### src/rtl/ladybird_config_pkg.sv
// Shared ladybird configuration: peripheral offsets, payload types and helpers.
package ladybird_config;

   localparam int unsigned XLEN = 32;
   localparam int unsigned STRB_W = 4;

   localparam int unsigned TIMER_MTIME_LO    = 32'h00;
   localparam int unsigned TIMER_MTIME_HI    = 32'h04;
   localparam int unsigned TIMER_MTIMECMP_LO = 32'h08;
   localparam int unsigned TIMER_MTIMECMP_HI = 32'h0C;
   localparam int unsigned TIMER_CTRL        = 32'h10;
   localparam int unsigned TIMER_PRESCALE    = 32'h14;

   // enable is bit 0, irq_en is bit 1
   typedef struct packed {
      logic irq_en;
      logic enable;
   } timer_ctrl_t;

   typedef enum logic [2:0] {
      ACCESS_NONE,
      ACCESS_RAM,
      ACCESS_GPIO,
      ACCESS_UART,
      ACCESS_TIMER
   } access_t;

   typedef enum logic [1:0] {
      TIMER_IDLE,
      TIMER_WAIT,
      TIMER_RESP
   } timer_state_t;

   // Merge new_val into old_val on the byte lanes selected by strb.
   function automatic logic [XLEN-1:0] apply_wstrb(input logic [XLEN-1:0] old_val,
                                                   input logic [XLEN-1:0] new_val,
                                                   input logic [STRB_W-1:0] strb);
      logic [XLEN-1:0] res;
      res = old_val;
      for (int i = 0; i < int'(STRB_W); i++) begin
         if (strb[i]) res[8*i +: 8] = new_val[8*i +: 8];
      end
      return res;
   endfunction

endpackage

### src/rtl/ladybird_bus_interface.sv
// Peripheral request/grant bus between the crossbar (primary) and a responder (secondary).
interface ladybird_bus_interface;
   logic        req;
   logic [31:0] addr;
   logic [3:0]  wstrb;
   logic [31:0] wdata;
   logic        gnt;
   logic        rdgnt;
   logic [31:0] rdata;

   modport primary   (output req, addr, wstrb, wdata, input  gnt, rdgnt, rdata);
   modport secondary (input  req, addr, wstrb, wdata, output gnt, rdgnt, rdata);
endinterface

### src/rtl/ladybird_timer_counter.sv
// Prescaled 64-bit mtime counter; bus writes to either half override the tick.
module ladybird_timer_counter
   import ladybird_config::*;
(
   input  logic        clk,
   input  logic        rst,
   input  logic        enable,
   input  logic [15:0] prescale,
   input  logic        prescale_wr,
   input  logic        wr_lo,
   input  logic        wr_hi,
   input  logic [3:0]  wstrb,
   input  logic [31:0] wdata,
   output logic [63:0] mtime
);

   logic [15:0] pre_cnt;
   logic        tick_c;

   assign tick_c = enable && (pre_cnt >= prescale);

   always_ff @(posedge clk or posedge rst) begin
      if (rst) begin
         pre_cnt <= '0;
      end else if (!enable || prescale_wr || tick_c) begin
         pre_cnt <= '0;
      end else begin
         pre_cnt <= pre_cnt + 16'd1;
      end
   end

   // A write to either half drops that cycle's increment entirely.
   always_ff @(posedge clk or posedge rst) begin
      if (rst) begin
         mtime <= '0;
      end else if (wr_lo || wr_hi) begin
         if (wr_lo) mtime[31:0]  <= apply_wstrb(mtime[31:0], wdata, wstrb);
         if (wr_hi) mtime[63:32] <= apply_wstrb(mtime[63:32], wdata, wstrb);
      end else if (tick_c) begin
         mtime <= mtime + 64'd1;
      end
   end

endmodule

### src/rtl/ladybird_timer.sv
// Memory-mapped machine timer: mtime/mtimecmp/ctrl/prescale behind a ladybird bus port.
module ladybird_timer
   import ladybird_config::*;
#(
   parameter int unsigned RD_LATENCY  = 1,
   parameter int unsigned OFFSET_BITS = 5
) (
   input  logic                           clk,
   input  logic                           rst,
   ladybird_bus_interface.secondary       bus,
   output logic                           irq
);

   localparam int unsigned LAT_W = 4;

   timer_state_t   state_q, state_d;
   logic [LAT_W-1:0] lat_cnt_q;
   logic [63:0]    mtime;
   logic [63:0]    mtimecmp_q;
   timer_ctrl_t    ctrl_q;
   logic [15:0]    prescale_q;
   logic [31:0]    rdata_q;
   logic [31:0]    rd_val_c;
   logic [31:0]    off_c;
   logic           accept_c, store_c, load_c;
   logic           gnt_c, rdgnt_c;
   logic           unused_addr;

   assign accept_c = (state_q == TIMER_IDLE) && bus.req;
   assign store_c  = accept_c && (bus.wstrb != 4'b0000);
   assign load_c   = accept_c && (bus.wstrb == 4'b0000);
   assign off_c    = 32'(bus.addr[OFFSET_BITS-1:0]) & ~32'h3;
   assign unused_addr = ^{bus.addr[31:OFFSET_BITS], bus.addr[1:0]};

   ladybird_timer_counter u_counter (
      .clk         (clk),
      .rst         (rst),
      .enable      (ctrl_q.enable),
      .prescale    (prescale_q),
      .prescale_wr (store_c && (off_c == TIMER_PRESCALE)),
      .wr_lo       (store_c && (off_c == TIMER_MTIME_LO)),
      .wr_hi       (store_c && (off_c == TIMER_MTIME_HI)),
      .wstrb       (bus.wstrb),
      .wdata       (bus.wdata),
      .mtime       (mtime)
   );

   // Register read mux; unmapped offsets read zero.
   always_comb begin
      rd_val_c = '0;
      case (off_c)
         TIMER_MTIME_LO:    rd_val_c = mtime[31:0];
         TIMER_MTIME_HI:    rd_val_c = mtime[63:32];
         TIMER_MTIMECMP_LO: rd_val_c = mtimecmp_q[31:0];
         TIMER_MTIMECMP_HI: rd_val_c = mtimecmp_q[63:32];
         TIMER_CTRL:        rd_val_c = 32'(ctrl_q);
         TIMER_PRESCALE:    rd_val_c = 32'(prescale_q);
         default:           rd_val_c = '0;
      endcase
   end

   always_ff @(posedge clk or posedge rst) begin
      if (rst) begin
         mtimecmp_q <= '1;
         ctrl_q     <= '0;
         prescale_q <= '0;
      end else if (store_c) begin
         case (off_c)
            TIMER_MTIMECMP_LO: mtimecmp_q[31:0]  <= apply_wstrb(mtimecmp_q[31:0], bus.wdata, bus.wstrb);
            TIMER_MTIMECMP_HI: mtimecmp_q[63:32] <= apply_wstrb(mtimecmp_q[63:32], bus.wdata, bus.wstrb);
            TIMER_CTRL:        ctrl_q     <= timer_ctrl_t'(2'(apply_wstrb(32'(ctrl_q), bus.wdata, bus.wstrb)));
            TIMER_PRESCALE:    prescale_q <= 16'(apply_wstrb(32'(prescale_q), bus.wdata, bus.wstrb));
            default: ;
         endcase
      end
   end

   always_ff @(posedge clk or posedge rst) begin
      if (rst) begin
         irq     <= 1'b0;
         rdata_q <= '0;
      end else begin
         irq <= ctrl_q.irq_en & (mtime >= mtimecmp_q);
         if (load_c) rdata_q <= rd_val_c;
      end
   end

   always_ff @(posedge clk or posedge rst) begin
      if (rst) begin
         lat_cnt_q <= '0;
      end else if (load_c) begin
         lat_cnt_q <= LAT_W'(RD_LATENCY - 1);
      end else if (state_q == TIMER_WAIT) begin
         lat_cnt_q <= lat_cnt_q - LAT_W'(1);
      end
   end

   always_ff @(posedge clk or posedge rst) begin
      if (rst) state_q <= TIMER_IDLE;
      else     state_q <= state_d;
   end

   always_comb begin
      state_d = state_q;
      case (state_q)
         TIMER_IDLE: if (load_c) state_d = (RD_LATENCY == 1) ? TIMER_RESP : TIMER_WAIT;
         TIMER_WAIT: if (lat_cnt_q <= LAT_W'(1)) state_d = TIMER_RESP;
         TIMER_RESP: state_d = TIMER_IDLE;
         default:    state_d = TIMER_IDLE;
      endcase
   end

   // Handshake outputs decode state only.
   always_comb begin
      gnt_c   = 1'b0;
      rdgnt_c = 1'b0;
      case (state_q)
         TIMER_IDLE: gnt_c   = 1'b1;
         TIMER_RESP: rdgnt_c = 1'b1;
         default: ;
      endcase
   end

   assign bus.gnt   = gnt_c;
   assign bus.rdgnt = rdgnt_c;
   assign bus.rdata = rdata_q;

endmodule

### src/flat_wrapper.sv
// flat-port wrapper written by rule: the top's interface ports become plain ports
module ladybird_timer_flat import ladybird_config::*;
#(
   parameter int unsigned RD_LATENCY  = 1,
   parameter int unsigned OFFSET_BITS = 5
)
  (clk, rst, irq, bus_req, bus_addr, bus_wstrb, bus_wdata, bus_gnt, bus_rdgnt, bus_rdata);
  ladybird_bus_interface bus_i ();
  input  logic clk;
  input  logic rst;
  output logic irq;
  input wire logic [$bits(bus_i.req)-1:0] bus_req;
  input wire logic [$bits(bus_i.addr)-1:0] bus_addr;
  input wire logic [$bits(bus_i.wstrb)-1:0] bus_wstrb;
  input wire logic [$bits(bus_i.wdata)-1:0] bus_wdata;
  output wire logic [$bits(bus_i.gnt)-1:0] bus_gnt;
  output wire logic [$bits(bus_i.rdgnt)-1:0] bus_rdgnt;
  output wire logic [$bits(bus_i.rdata)-1:0] bus_rdata;
  assign bus_i.req = bus_req;
  assign bus_i.addr = bus_addr;
  assign bus_i.wstrb = bus_wstrb;
  assign bus_i.wdata = bus_wdata;
  assign bus_gnt = bus_i.gnt;
  assign bus_rdgnt = bus_i.rdgnt;
  assign bus_rdata = bus_i.rdata;
  ladybird_timer #(.RD_LATENCY(RD_LATENCY), .OFFSET_BITS(OFFSET_BITS)) u_core (.clk(clk), .rst(rst), .bus(bus_i), .irq(irq));
endmodule
### config.mk
export PLATFORM = sky130hd
export DESIGN_NAME = ladybird_timer_flat
export DESIGN_NICKNAME = d
export VERILOG_FILES = /design/src/rtl/ladybird_config_pkg.sv /design/src/rtl/ladybird_bus_interface.sv /design/src/rtl/ladybird_timer_counter.sv /design/src/rtl/ladybird_timer.sv /design/src/flat_wrapper.sv
export SDC_FILE = /design/constraint.sdc
export NUM_CORES = 1
export LEC_CHECK = 0
export CORE_UTILIZATION = 50
export CTS_BUF_LIST = sky130_fd_sc_hd__clkbuf_16
export DETAILED_ROUTE_END_ITERATION = 7
export PLACE_DENSITY = 0.75
export SLEW_MARGIN = 20
export SYNTH_ARGS = -nofsm -noshare
export SYNTH_HDL_FRONTEND = slang
export SYNTH_HIERARCHICAL = 1
export SYNTH_SLANG_ARGS = --single-unit
### constraint.sdc
create_clock -name clk -period 4.66 [get_ports clk]
set_input_delay 1.165 -clock clk [delete_from_list [all_inputs] [get_ports clk]]
set_output_delay 1.165 -clock clk [all_outputs]
set_load 0.05 [all_outputs]
Word-level counts from Yosys, hierarchy flattened
Index checks and enable logic that the tools add are counted.
{"block": "totals", "in_bits": 71, "output_inout_bits": 35, "wordCells": 101, "regBits": 201}
{"block": "op_classes", "n_eq_ne": 15, "mux": 17, "reduce_logical": 37, "addsub": 3, "bitwise": 1, "magnitude_cmp": 3}
{"cell": "32-bit case mux with 6 select lines", "count": 1}
{"cell": "64-bit 2-to-1 mux", "count": 2}
{"cell": "64-bit by 1-bit adder with 64-bit output (second input constant)", "count": 1}
{"cell": "64-bit greater-or-equal comparator", "count": 1}
{"cell": "32-bit 2-to-1 mux", "count": 2}
{"cell": "3-bit AND reduction", "count": 19}
{"cell": "32-bit zero test", "count": 1}
{"cell": "8-bit 2-to-1 mux", "count": 4}
{"cell": "16-bit by 1-bit adder with 16-bit output (second input constant)", "count": 1}
{"cell": "16-bit greater-or-equal comparator", "count": 1}
{"cell": "16-bit 2-to-1 mux", "count": 1}
{"cell": "2-bit inequality test (second input constant)", "count": 7}
{"cell": "4-bit 2-to-1 mux", "count": 2}
{"cell": "1-bit logical AND", "count": 7}
{"cell": "3-bit by 2-bit equality test with 1-bit output (second input constant)", "count": 2}
{"cell": "3-bit equality test (second input constant)", "count": 2}
{"cell": "4-bit by 1-bit less-or-equal comparator with 1-bit output (second input constant)", "count": 1}
{"cell": "4-bit zero test", "count": 1}
{"cell": "2-bit 2-to-1 mux", "count": 2}
{"cell": "2-bit case mux with 2 select lines", "count": 1}
{"cell": "2-bit nonzero test", "count": 2}
{"cell": "4-bit nonzero test", "count": 1}
{"cell": "4-bit by 1-bit subtractor with 4-bit output (second input constant)", "count": 1}
{"cell": "3-bit by 1-bit equality test with 1-bit output (second input constant)", "count": 1}
{"cell": "9 further kinds", "count": 12}

Logic depth before layout (Yosys ltp)
Gate-level depths: netlist (run 1).
{"block": "logic_depth", "depth_word": 7, "ltp_mapped": 13, "ltp_nobuf": 9}

Hierarchy
Netlist (run 1), hierarchy kept.
{"mod": "ladybird_timer", "cells_each": 651, "area_each_um2": 7100.6, "seq_area_each_um2": 2982.9, "n_inst": 1}
{"mod": "ladybird_timer_counter", "cells_each": 660, "area_each_um2": 5355.1, "seq_area_each_um2": 2001.9, "n_inst": 1}

Least setup slack after synthesis (run 1)
Ideal clock, no wire load.
{"block": "synth_path", "kind": "input to register", "from": "input port bus_addr[3]", "to": "register u_core.u_counter.mtime[26]", "arrival_time_ps": 3439, "cell_stages": 12, "setup_time_ps": 121, "slack_ps": 1100, "required_time_ps": 4539, "n_path_buf": 6, "cell_sequence": "buf_6 nor2b_1 clkbuf_1 buf_2 nor4b_1 clkbuf_1 nor2_1 nand2_1 clkbuf_1 a32oi_1 clkbuf_1 a22o_1"}
{"block": "synth_via", "elab_chain_cells": 5, "word_cells_on_any_way": 10, "classes_between": "eq/ne: 3; mux: 1; reduce/logical: 6"}
{"element": "start, declared", "line_no": "flat_wrapper.sv:13", "text": "input wire logic [$bits(bus_i.addr)-1:0] bus_addr;"}
{"element": "32-bit zero test or 3-bit by 1-bit equality test with 1-bit output (tied branches)", "line_no": "ladybird_timer.sv:41, ladybird_timer.sv:42"}
{"element": "1-bit logical AND (on tied branches)", "line_no": "ladybird_timer.sv:41, ladybird_timer.sv:42"}
{"element": "1-bit logical OR", "line_no": "ladybird_timer_counter.sv:36", "text": "end else if (wr_lo || wr_hi) begin"}
{"element": "2-bit inequality test (no line) or 2-bit nonzero test (tied branches)"}
{"element": "3-bit AND reduction (no line)"}
{"element": "end signal, assigned", "line_no": "ladybird_timer_counter.sv:37", "text": "if (wr_lo) mtime[31:0] <= apply_wstrb(mtime[31:0], wdata, wstrb);"}
{"element": "end signal, assigned", "line_no": "ladybird_timer_counter.sv:40", "text": "mtime <= mtime + 64'd1;"}
{"element": "end, declared", "line_no": "ladybird_timer_counter.sv:14", "text": "output logic [63:0] mtime"}
Several ways; a longest one is shown, not always the timed one.
A chain may end at the register's enable or synchronous reset.

Worst setup path in the final report (run 1)
{"block": "layout_path", "from": "input port bus_wstrb[3]", "to": "register u_core.u_counter.mtime[42]"}
{"block": "layout_via", "elab_chain_cells": 6, "word_cells_on_any_way": 10, "classes_between": "eq/ne: 2; mux: 1; reduce/logical: 7"}
{"element": "start, declared", "line_no": "flat_wrapper.sv:14", "text": "input wire logic [$bits(bus_i.wstrb)-1:0] bus_wstrb;"}
{"element": "4-bit nonzero test (*)", "line_no": "ladybird_timer.sv:30", "text": "assign store_c = accept_c && (bus.wstrb != 4'b0000);"}
{"element": "1-bit logical AND (*)", "line_no": "ladybird_timer.sv:30"}
{"element": "1-bit logical AND (on tied branches)", "line_no": "ladybird_timer.sv:41, ladybird_timer.sv:42"}
{"element": "1-bit logical OR", "line_no": "ladybird_timer_counter.sv:36"}
{"element": "2-bit inequality test (no line) or 2-bit nonzero test (tied branches)"}
{"element": "3-bit AND reduction (no line)"}
{"element": "end signal, assigned", "line_no": "ladybird_timer_counter.sv:38", "text": "if (wr_hi) mtime[63:32] <= apply_wstrb(mtime[63:32], wdata, wstrb);"}
{"element": "end signal, assigned", "line_no": "ladybird_timer_counter.sv:40"}
Mark *: on every way between the ends. The rest lies on a longest branch, timed or not.

==> results of run 1 <==
==> through the flow <==
stage	utilization	power, uW	cells	setup WS (ns)
after detailed placement	0.553	4000	1673	0.575
after global routing	0.577	5740	1705	0.830
final	0.577	5460	1705	0.920
after global placement	0.553	3930	1673	0.674
after floorplan	-	3480	1311	0.529
after CTS	0.577	5450	1705	1.04
==> final timing paths <==
check | slack [ns] | startpoint | cells after the start | end
worst min register to register | 0.48 | u_core/bus.rdata[1]$_DFFE_PP0P_ | 2 | u_core/bus.rdata[1]$_DFFE_PP0P_
worst max register to register | 1.39 | u_core/mtimecmp_q[61]$_DFFE_PP1P_ | 6 | u_core/irq$_DFF_PP0_
worst min-delay path | 0.48 | u_core/bus.rdata[1]$_DFFE_PP0P_ | 2 | u_core/bus.rdata[1]$_DFFE_PP0P_
min in group asynchronous | 1.24 | rst | 2 | u_core/bus.rdata[4]$_DFFE_PP0P_
max in group asynchronous | 2.56 | rst | 3 | u_core/u_counter/mtime[53]$_DFFE_PP0P_
worst max-delay path | 0.92 | bus_wstrb[3] | 10 | u_core/u_counter/mtime[42]$_DFFE_PP0P_
==> registers in the layout, indices dropped and copies added, names as in the netlist <==
register                  flops
u_core/bus.rdata             32
u_core/ctrl_q                 2
u_core/mtimecmp_q            64
u_core/u_counter/pre_cnt     16
u_core/u_counter/mtime       64
u_core/irq                    1
u_core/prescale_q            16
u_core/state_q                1
==> tightest hold or removal path, cell delays in order, from the launching register on <==
cell and delay [ns]:
dfrtp_1 0.35, nand2_1 0.05, o21ai_0 0.06
==> power by group <==
part / switching (uW) / internal, uW
Combinational: 881 / 668
Clock: 735 / 709
Sequential: 342 / 2120
==> synth_stat cells, types with 7 or more instances <==
library cell  count
a21oi_1         127
a22o_1           18
a22oi_1          19
a31oi_1          13
a32oi_1           9
and3_1           14
and4_1            7
buf_4             7
buf_6             9
clkbuf_1         40
dfrtp_1         132
dfstp_2          64
ha_1             82
inv_1           103
mux2_1           16
mux2_2           34
mux4_2           24
nand2_1         134
nand3_1          41
nand4_1          36
nor2_1           55
nor2b_1           9
nor3_1           15
nor4_1            9
o21ai_0         104
o22a_1           13
o22ai_1          34
o31ai_1           8
xor2_1            9
==> final cells by class <==
cell class	count	area, um2	area share
timing repair buffer	104	973	0.0692
inverter	103	390	0.0277
clock inverter	15	145	0.0103
sequential	196	4980	0.354
clock buffer	17	425	0.0302
multi-input combinational	946	6750	0.480
tap	324	405	0.0288
==> kinds of logic after synthesis <==
logic type | count (synthesis)
and+or+nand+nor | 368
AOI/OAI and AO/OA | 404
DFF | 196
muxes | 78
buffers and inverters | 169
adders and majority gates | 82
xor gates and xnor gates | 14
==> routing by layer <==
layer,GRT usage,part of all wire,vias to the layer above
li1,-,-,4980
met1,0.395,0.43,5354
met2,0.436,0.47,516
met3,0.0423,0.073,67
met4,0.109,0.028,0
met5,0,0,-
==> results.toml, run 1 <==
[layout]
mostFrequentLayoutCell = "nand2_1"
fin_area_um2 = 14100
antenna_cells = 0
syn_to_final_growth_pct = 13.0
drive_gt1_frac = 0.159
layout_common_cells = "nand2_1, dfrtp_1, a21oi_1"
nFillCells = 2099
nets = 1521

[synth]
ys_seq_area_frac = 0.400
synth_top_family_by_area = "compound AO/OA/AOI/OAI gates"
synth_area_per_cell_um2 = 9.50
synth-edff-count = 0
synthesis.instances = 1311
synth_area_leader_cell = "dfrtp_1"
ys_ff_latch = 196
ys_top_cells_by_area = "dfrtp_1, dfstp_2, ha_1"
synth.top_cell.area_share = 0.265
synth_cell_type_count = 76
synth_simple_gate_area_share = 0.155
async_flop_share = 1.00
ys.flop_type = "dfrtp_1"
yosysWarnings = 6
synth_adder_area_share = 0.0824
synth_compound_area_frac = 0.201
synth_xor_area_frac = 0.00984
synthMuxAreaShare = 0.0918
syn-cell-area_um2 = 12500
synth_nets = 1464

[routing]
via_per_inst = 6.40
antenna_left = 0
vias = 10900
drt-initial-drc-count = 1331
wl_per_cell_um = 20.6
wl_um = 35100
first_pass_iters = 6
drc = 0

[worst_setup_path]
crit_family = "buffers and inverters"
crit_path_frequent_cell = "buf_4"
worstSetupStartpointType = "input pin"
cp_cell_sequence = "clkdlybuf4s50_1 > nor4_2 > buf_4 > nor4b_2 > buf_4 > nor2_4 > buf_4 > nand2_1 > o32ai_1 > a21oi_1"
critPathMaxStageDelay_ns = 0.55
critPathCaptureType = "flop"
worstPathRequired_ns = 4.95
criticalPathCategory = "in -> reg"
cp.arrival_ns = 4.03
critPathMaxFanout = 64
cp_num_buf_inv = 4
cp_slowest_cell = "clkdlybuf4s50_1"

[power_and_ir_drop]
vdd_drop_max_mv = 0.204
pwr_density_cell_nw_per_um2 = 388
power.static_leakage_uw = 0.00591

[clock_tree]
clk_pin_slew_ns = 0.08
holdBufCountCts = 0
cts_post_setup_buffers_inserted = 0
clkLatencyLatePin_ns = 0.45
cts_buffers = 17
clockRootBuffer = "clkbuf_16"
htreeDepth = 4
clock_path_buffers = 2
tritoncts = "done"
ctsResizeCount = 0
cts.sinks = 196

[placement]
place.gp.congestion = 0.947
io_buffer_count = 76
placed_area_um2 = 13500
dp_hpwl_um = 25300

[timing]
period_share = 0.802
fmax_mhz = 267
worst_hold_slack_ns = 0.483
setup_viol = 0
rsz0062_at_grt = "false"
tightestPinTransition_ns = 1.27
skew_ns = 0.0142
min_period_ns = 3.74
fin_tns_setup_ns = 0
maxSlewViolCount = 0
slew_headroom = 0.144
hold_viol = 0

[grt]
grt_max_degree = 65
grt-ovfl-total = 0
grt_pass1_wl_um = 56200
grtUsageTotal = 0.280
antenna_found_initial = 0
grt_pass1_vias = 10300

[floorplan]
die_y_um = 160
rows = 57
die_w_um = 160
start_util = 0.511
io-pin-count = 106
coreArea_um2 = 24400
die-area_um2 = 25500

[run_status]
status = "completed"

[job]
max-cap-violations = 0

[hold_path]
hold_path.class = "reg -> reg"
Note: power is estimated with default switching activity, not from simulation.
==> inputs of run 2 (changes only) <==
--- a/config.mk
+++ b/config.mk
@@ -8,7 +8,7 @@
 export CORE_UTILIZATION = 50
 export CTS_BUF_LIST = sky130_fd_sc_hd__clkbuf_16
 export DETAILED_ROUTE_END_ITERATION = 7
-export PLACE_DENSITY = 0.75
+export PLACE_DENSITY = 0.78
 export SLEW_MARGIN = 20
 export SYNTH_ARGS = -nofsm -noshare
 export SYNTH_HDL_FRONTEND = slang
==> constraint.sdc (replaced) <==
create_clock -name clk -period 3.1 [get_ports clk]
set_input_delay 0.775 -clock clk [delete_from_list [all_inputs] [get_ports clk]]
set_output_delay 0.775 -clock clk [all_outputs]
set_load 0.05 [all_outputs]
==> run 2 against run 1 <==
Global-route usage is 0.76 points higher. Clock power is 62% higher. Via count is 4.4% higher. Worst setup slack worse by 0.86 ns. Combinational power is 57% higher. Hold slack better by 0.0019 ns. Clock skew is 0.0015 ns higher. Register-to-register slack worse by 0.98 ns. Critical path depth is 3 higher. Sequential power is 50% higher. Non-clock buffer count is 62 higher. Final area is 3.8% higher. Critical path type unchanged. Critical endpoint is now u_core/u_counter/mtime[29]$_DFFE_PP0P_. Largest cell class unchanged.
==> results.toml, run 2 (synthesis results as in run 1) <==
[clock_tree]
clockRootBuffer = "clkbuf_16"
cts.sinks = 196
cts_buffers = 17
tritoncts = "done"
clkLatencyLatePin_ns = 0.45
htreeDepth = 4
cts_post_setup_buffers_inserted = 0
clk_pin_slew_ns = 0.08
clock_path_buffers = 2

[worst_setup_path]
cp.arrival_ns = 3.41
critPathMaxFanout = 15
crit_path_frequent_cell = "buf_4"
worstSetupStartpointType = "input pin"
cp_cell_sequence = "clkdlybuf4s50_1 > nor4_4 > nor2_1 > nand2_1 > nor2_1 > buf_4 > nor2_4 > nand2_1 > buf_4 > a32oi_1 > buf_4 > a21oi_1 > a21oi_1"
worstPathRequired_ns = 3.47
cp_slowest_cell = "clkdlybuf4s50_1"
criticalPathCategory = "in -> reg"
critPathMaxStageDelay_ns = 0.53
critPathCaptureType = "flop"

[timing]
fmax_mhz = 329
period_share = 0.980
fin_tns_setup_ns = 0
maxSlewViolCount = 0
hold_viol = 0
skew_ns = 0.0157
setup_viol = 0
min_period_ns = 3.04
slew_headroom = 0.561
tightestPinTransition_ns = 0.643

[grt]
grt_max_degree = 49
grt_use_met3 = 0.0460
antenna_found_initial = 0
grt_pass1_wl_um = 58200
grtUsageTotal = 0.288
grt_pass1_vias = 10900
top_usage_layer = "met2"
met2_usage = 0.456
use_met1 = 0.388
grt-ovfl-total = 0

[routing]
wl_um = 36200
drc = 0
via_per_inst = 6.45
antenna_left = 0
wl_per_cell_um = 20.5
vias = 11400
drt-initial-drc-count = 1208
first_pass_iters = 6

[layout]
syn_to_final_growth_pct = 17.3
fin_area_um2 = 14600
drive_gt1_frac = 0.195
antenna_cells = 0
final_core_util = 0.599
mostFrequentLayoutCell = "nand2_1"
nFillCells = 2014
layout_common_cells = "nand2_1, dfrtp_1, a21oi_1"
nets = 1583

[placement]
io_buffer_count = 76
place.gp.congestion = 0.938
placed_area_um2 = 14000
dp_hpwl_um = 26700

[floorplan]
start_util = 0.511
io-pin-count = 106
die_w_um = 160
coreArea_um2 = 24400
rows = 57
die-area_um2 = 25500
die_y_um = 160

[power_and_ir_drop]
pwr_density_cell_nw_per_um2 = 579
vdd_drop_max_mv = 0.307
power.static_leakage_uw = 0.00624

[run_status]
status = "completed"

[hold_path]
hold_path.class = "reg -> reg"

[job]
max-cap-violations = 0
-- run 2: critical path: cells and delay by family --
kind,cells,cell delay [ns]
buf+inv,4,1.14
simple gates,6,0.94
compound gates,3,0.54
-- run 2: area by class of cell --
| cell class | instances | area (um2) | area share |
|---|---|---|---|
| Tap cell | 324 | 405 | 0.0277 |
| Inverter | 103 | 392 | 0.0268 |
| Timing Repair Buffer | 166 | 1460 | 0.100 |
| Clock buffer | 17 | 425 | 0.0291 |
| Sequential cell | 196 | 4980 | 0.341 |
| Multi-Input combinational cell | 946 | 6750 | 0.462 |
| Clock inverter | 15 | 190 | 0.0130 |
-- run 2: worst paths after layout --
| check | from | endpoint | slack [ns] | cells after the start |
|---|---|---|---|---|
| worst min-delay path | u_core/bus.rdata[4]$_DFFE_PP0P_ | u_core/bus.rdata[4]$_DFFE_PP0P_ | 0.48 | 2 |
| min in group asynchronous | rst | u_core/bus.rdata[2]$_DFFE_PP0P_ | 0.74 | 2 |
| worst min register to register | u_core/bus.rdata[4]$_DFFE_PP0P_ | u_core/bus.rdata[4]$_DFFE_PP0P_ | 0.48 | 2 |
| worst max-delay path | bus_wstrb[0] | u_core/u_counter/mtime[29]$_DFFE_PP0P_ | 0.06 | 13 |
| worst max register to register | u_core/u_counter/pre_cnt[0]$_DFF_PP0_ | u_core/u_counter/mtime[52]$_DFFE_PP0P_ | 0.41 | 10 |
| max in group asynchronous | rst | u_core/u_counter/mtime[54]$_DFFE_PP0P_ | 1.57 | 3 |
-- run 2: stage by stage --
stage / cells / total power, uW / worst slack, ns / hold WS, ns
after floorplan: 1311 / 5230 / -0.0601 / 0.469
after global placement: 1735 / 5970 / -0.253 / 0.463
after detailed placement: 1735 / 6090 / -0.318 / 0.470
after CTS: 1767 / 8440 / 0.131 / 0.488
after global routing: 1767 / 8880 / -0.0319 / 0.508
final: 1767 / 8450 / 0.0606 / 0.485
-- run 2: what timing repair did --
item	in CTS	in global routing
resized for setup	0	1
setup endpoints to repair	0	6
hold buffers	0	0
-- run 2: where the power goes --
part	leakage, uW	internal [uW]	switching, uW
clock network	0.000302	1230	1100
registers	0.00242	3190	508
logic	0.00352	1050	1370
-- run 2: metal layers --
metal	up-vias	routed length (um)
met5	-	0
met4	0	1260
met3	111	2820
met2	647	17100
met1	5543	15000
li1	5092	-
==> inputs of run 3 (changes only) <==
--- a/config.mk
+++ b/config.mk
@@ -5,6 +5,7 @@
 export SDC_FILE = /design/constraint.sdc
 export NUM_CORES = 1
 export LEC_CHECK = 0
+export CORE_ASPECT_RATIO = 1.5
 export CORE_UTILIZATION = 50
 export CTS_BUF_LIST = sky130_fd_sc_hd__clkbuf_16
 export DETAILED_ROUTE_END_ITERATION = 7
==> run 3 against run 2 <==
Fmax up 3.7%. Total power decreased by 1.6%. Sequential power about the same. Non-clock buffer count stayed put. Global-route usage increased by 1.5 points. Count of clock-buffer cells in the layout unchanged. Via count down 2.3%. Cell count is the same. Combinational power about the same. Core utilization down 0.20 points. Sequential share of layout area hardly changed.
==> results.toml, run 3 (synthesis results as in run 1) <==
[run_status]
status = "completed"

[worst_setup_path]
worstPathRequired_ns = 3.48
cp-endpoint = "u_core/u_counter/mtime[26]$_DFFE_PP0P_"
crit_path_frequent_cell = "nor2_1"
r2r_slack_ns = 0.43
critPathCaptureType = "flop"
r2r_cells = 9
worstSetupStartpointType = "input pin"
criticalPathCategory = "in -> reg"
crit_path_start = "bus_wstrb[2]"
cp_slowest_cell = "or4_4"
cp_cell_sequence = "clkdlybuf4s50_1 > nor4_4 > nor2_1 > nand2_1 > nor2_1 > or2_2 > or4_4 > o31ai_1 > a22o_1"
cp.arrival_ns = 3.31
worstReg2RegEnd = "u_core/u_counter/mtime[63]$_DFFE_PP0P_"
critPathMaxFanout = 5
critPathMaxStageDelay_ns = 0.61
reg2reg_from = "u_core/u_counter/pre_cnt[0]$_DFF_PP0_"

[clock_tree]
clockRootBuffer = "clkbuf_16"
clock_path_buffers = 2
cts_post_setup_buffers_inserted = 0
clkLatencyLatePin_ns = 0.45
clk_pin_slew_ns = 0.07
cts.sinks = 196
tritoncts = "done"
holdBufCountCts = 0
ctsResizeCount = 0
htreeDepth = 4
cts_buffers = 17

[routing]
drt-initial-drc-count = 873
first_pass_iters = 5
wl_um = 36900
via_per_inst = 6.30
wl_per_cell_um = 20.9
antenna_left = 0
drc = 0
vias = 11100

[placement]
place_ws_ns = -0.390
io_buffer_count = 76
dp_hpwl_um = 27600
place.gp.congestion = 0.960

[timing]
hold_viol = 0
setup_viol = 0
skew_ns = 0.0124
slew_headroom = 0.496
worst_slack_ns = 0.170
fmax_mhz = 341
min_period_ns = 2.93
maxSlewViolCount = 0
rsz0062_at_grt = "false"
tightestPinTransition_ns = 0.737
period_share = 0.945
worst_hold_slack_ns = 0.480

[layout]
antenna_cells = 0
drive_gt1_frac = 0.195
final_core_util = 0.597
layout_common_cells = "nand2_1, dfrtp_1, a21oi_1"
nets = 1583
nFillCells = 2044
multi_input_area_um2 = 6750
seq_area_um2 = 4980
syn_to_final_growth_pct = 17.1

[power_and_ir_drop]
vdd_drop_max_mv = 0.428
pwr-share-comb = 0.294
p_switching_uw = 2950
p_total_uw = 8320
p_sw_frac = 0.354
power.internal_uw = 5370
power.static_leakage_uw = 0.00622
seq_power_share = 0.443
p_clk_frac = 0.263
pwr_density_cell_nw_per_um2 = 570

[floorplan]
die_w_um = 131
die_y_um = 195
start_util = 0.510
die-area_um2 = 25600
io-pin-count = 106
rows = 70
coreArea_um2 = 24400

[grt]
grt-ovfl-total = 0
grtUsageTotal = 0.303
grt_pass1_wl_um = 58600
antenna_found_initial = 0
grt_pass1_vias = 11300
grt_max_degree = 66

[job]
max-cap-violations = 0

[hold_path]
worstHoldStart = "u_core/bus.rdata[13]$_DFFE_PP0P_"
hold_path.class = "reg -> reg"
[run 3: cell count changes in the layout (fill, tap and decap cells not counted)]
cell / before / now
clkinv_8: 2 / 0
bufinv_16: 2 / 1
nand2_2: 1 / 2
buf_12: 3 / 5
inv_8: 3 / 0
inv_6: 4 / 8
buf_4: 87 / 85
clkinv_2: 1 / 2
clkinv_1: 0 / 1
inv_1: 102 / 101
clkinvlp_4: 2 / 3
nand2_1: 133 / 132
[run 3: worst min-delay path by stage]
stage | end | slack [ns] | depth (start not counted)
after global routing | u_core/bus.rdata[7]$_DFFE_PP0P_ | 0.51 | 2
after detailed placement | u_core/bus.rdata[1]$_DFFE_PP0P_ | 0.47 | 2
final | u_core/bus.rdata[13]$_DFFE_PP0P_ | 0.48 | 2
after CTS | u_core/bus.rdata[1]$_DFFE_PP0P_ | 0.49 | 2
after floorplan | u_core/mtimecmp_q[52]$_DFFE_PP1P_ | 0.47 | 2
after global placement | u_core/bus.rdata[5]$_DFFE_PP0P_ | 0.46 | 2
[run 3: final cells by class]
type,count,share of cell area
inverter,103,0.0268
clock inverter,15,0.00969
clock buffer,17,0.0292
tap,324,0.0278
sequential,196,0.342
timing repair buffer,166,0.102
multi-input combinational,946,0.463
[run 3: routing by layer]
metal	track usage	vias to the layer above	wire length (um)
li1	-	5085	-
met1	0.353	5421	14100
met2	0.508	472	18500
met3	0.0449	152	1890
met4	0.200	0	2480
met5	0	-	0
[run 3: power groups by stage]
stage                     Combinational (uW)  Sequential, uW  Clock [uW]
after floorplan                         1430            3810           0
after global placement                  2320            3670           0
after detailed placement                2410            3710           0
after CTS                               2430            3670        2230
after global routing                    2700            3750        2320
final                                   2450            3680        2190
[run 3: metrics by stage]
| stage | setup TNS, ns | cell area, um2 | std cells |
|---|---|---|---|
| 2_1_floorplan | -0.536 | 12500 | 1311 |
| 3_3_place_gp | -15.74 | 14000 | 1735 |
| 3_5_place_dp | -17.38 | 14000 | 1735 |
| 4_1_cts | 0 | 14600 | 1767 |
| 5_1_grt | 0 | 14600 | 1767 |
| 6_report | 0 | 14600 | 1767 |
[run 3: worst max-delay path, delay by kind of cell]
kind | cells | cell delay, ns
AO/OA/AOI/OAI | 2 | 0.41
buffers and inverters | 1 | 0.55
AND/OR/NAND/NOR | 6 | 1.57
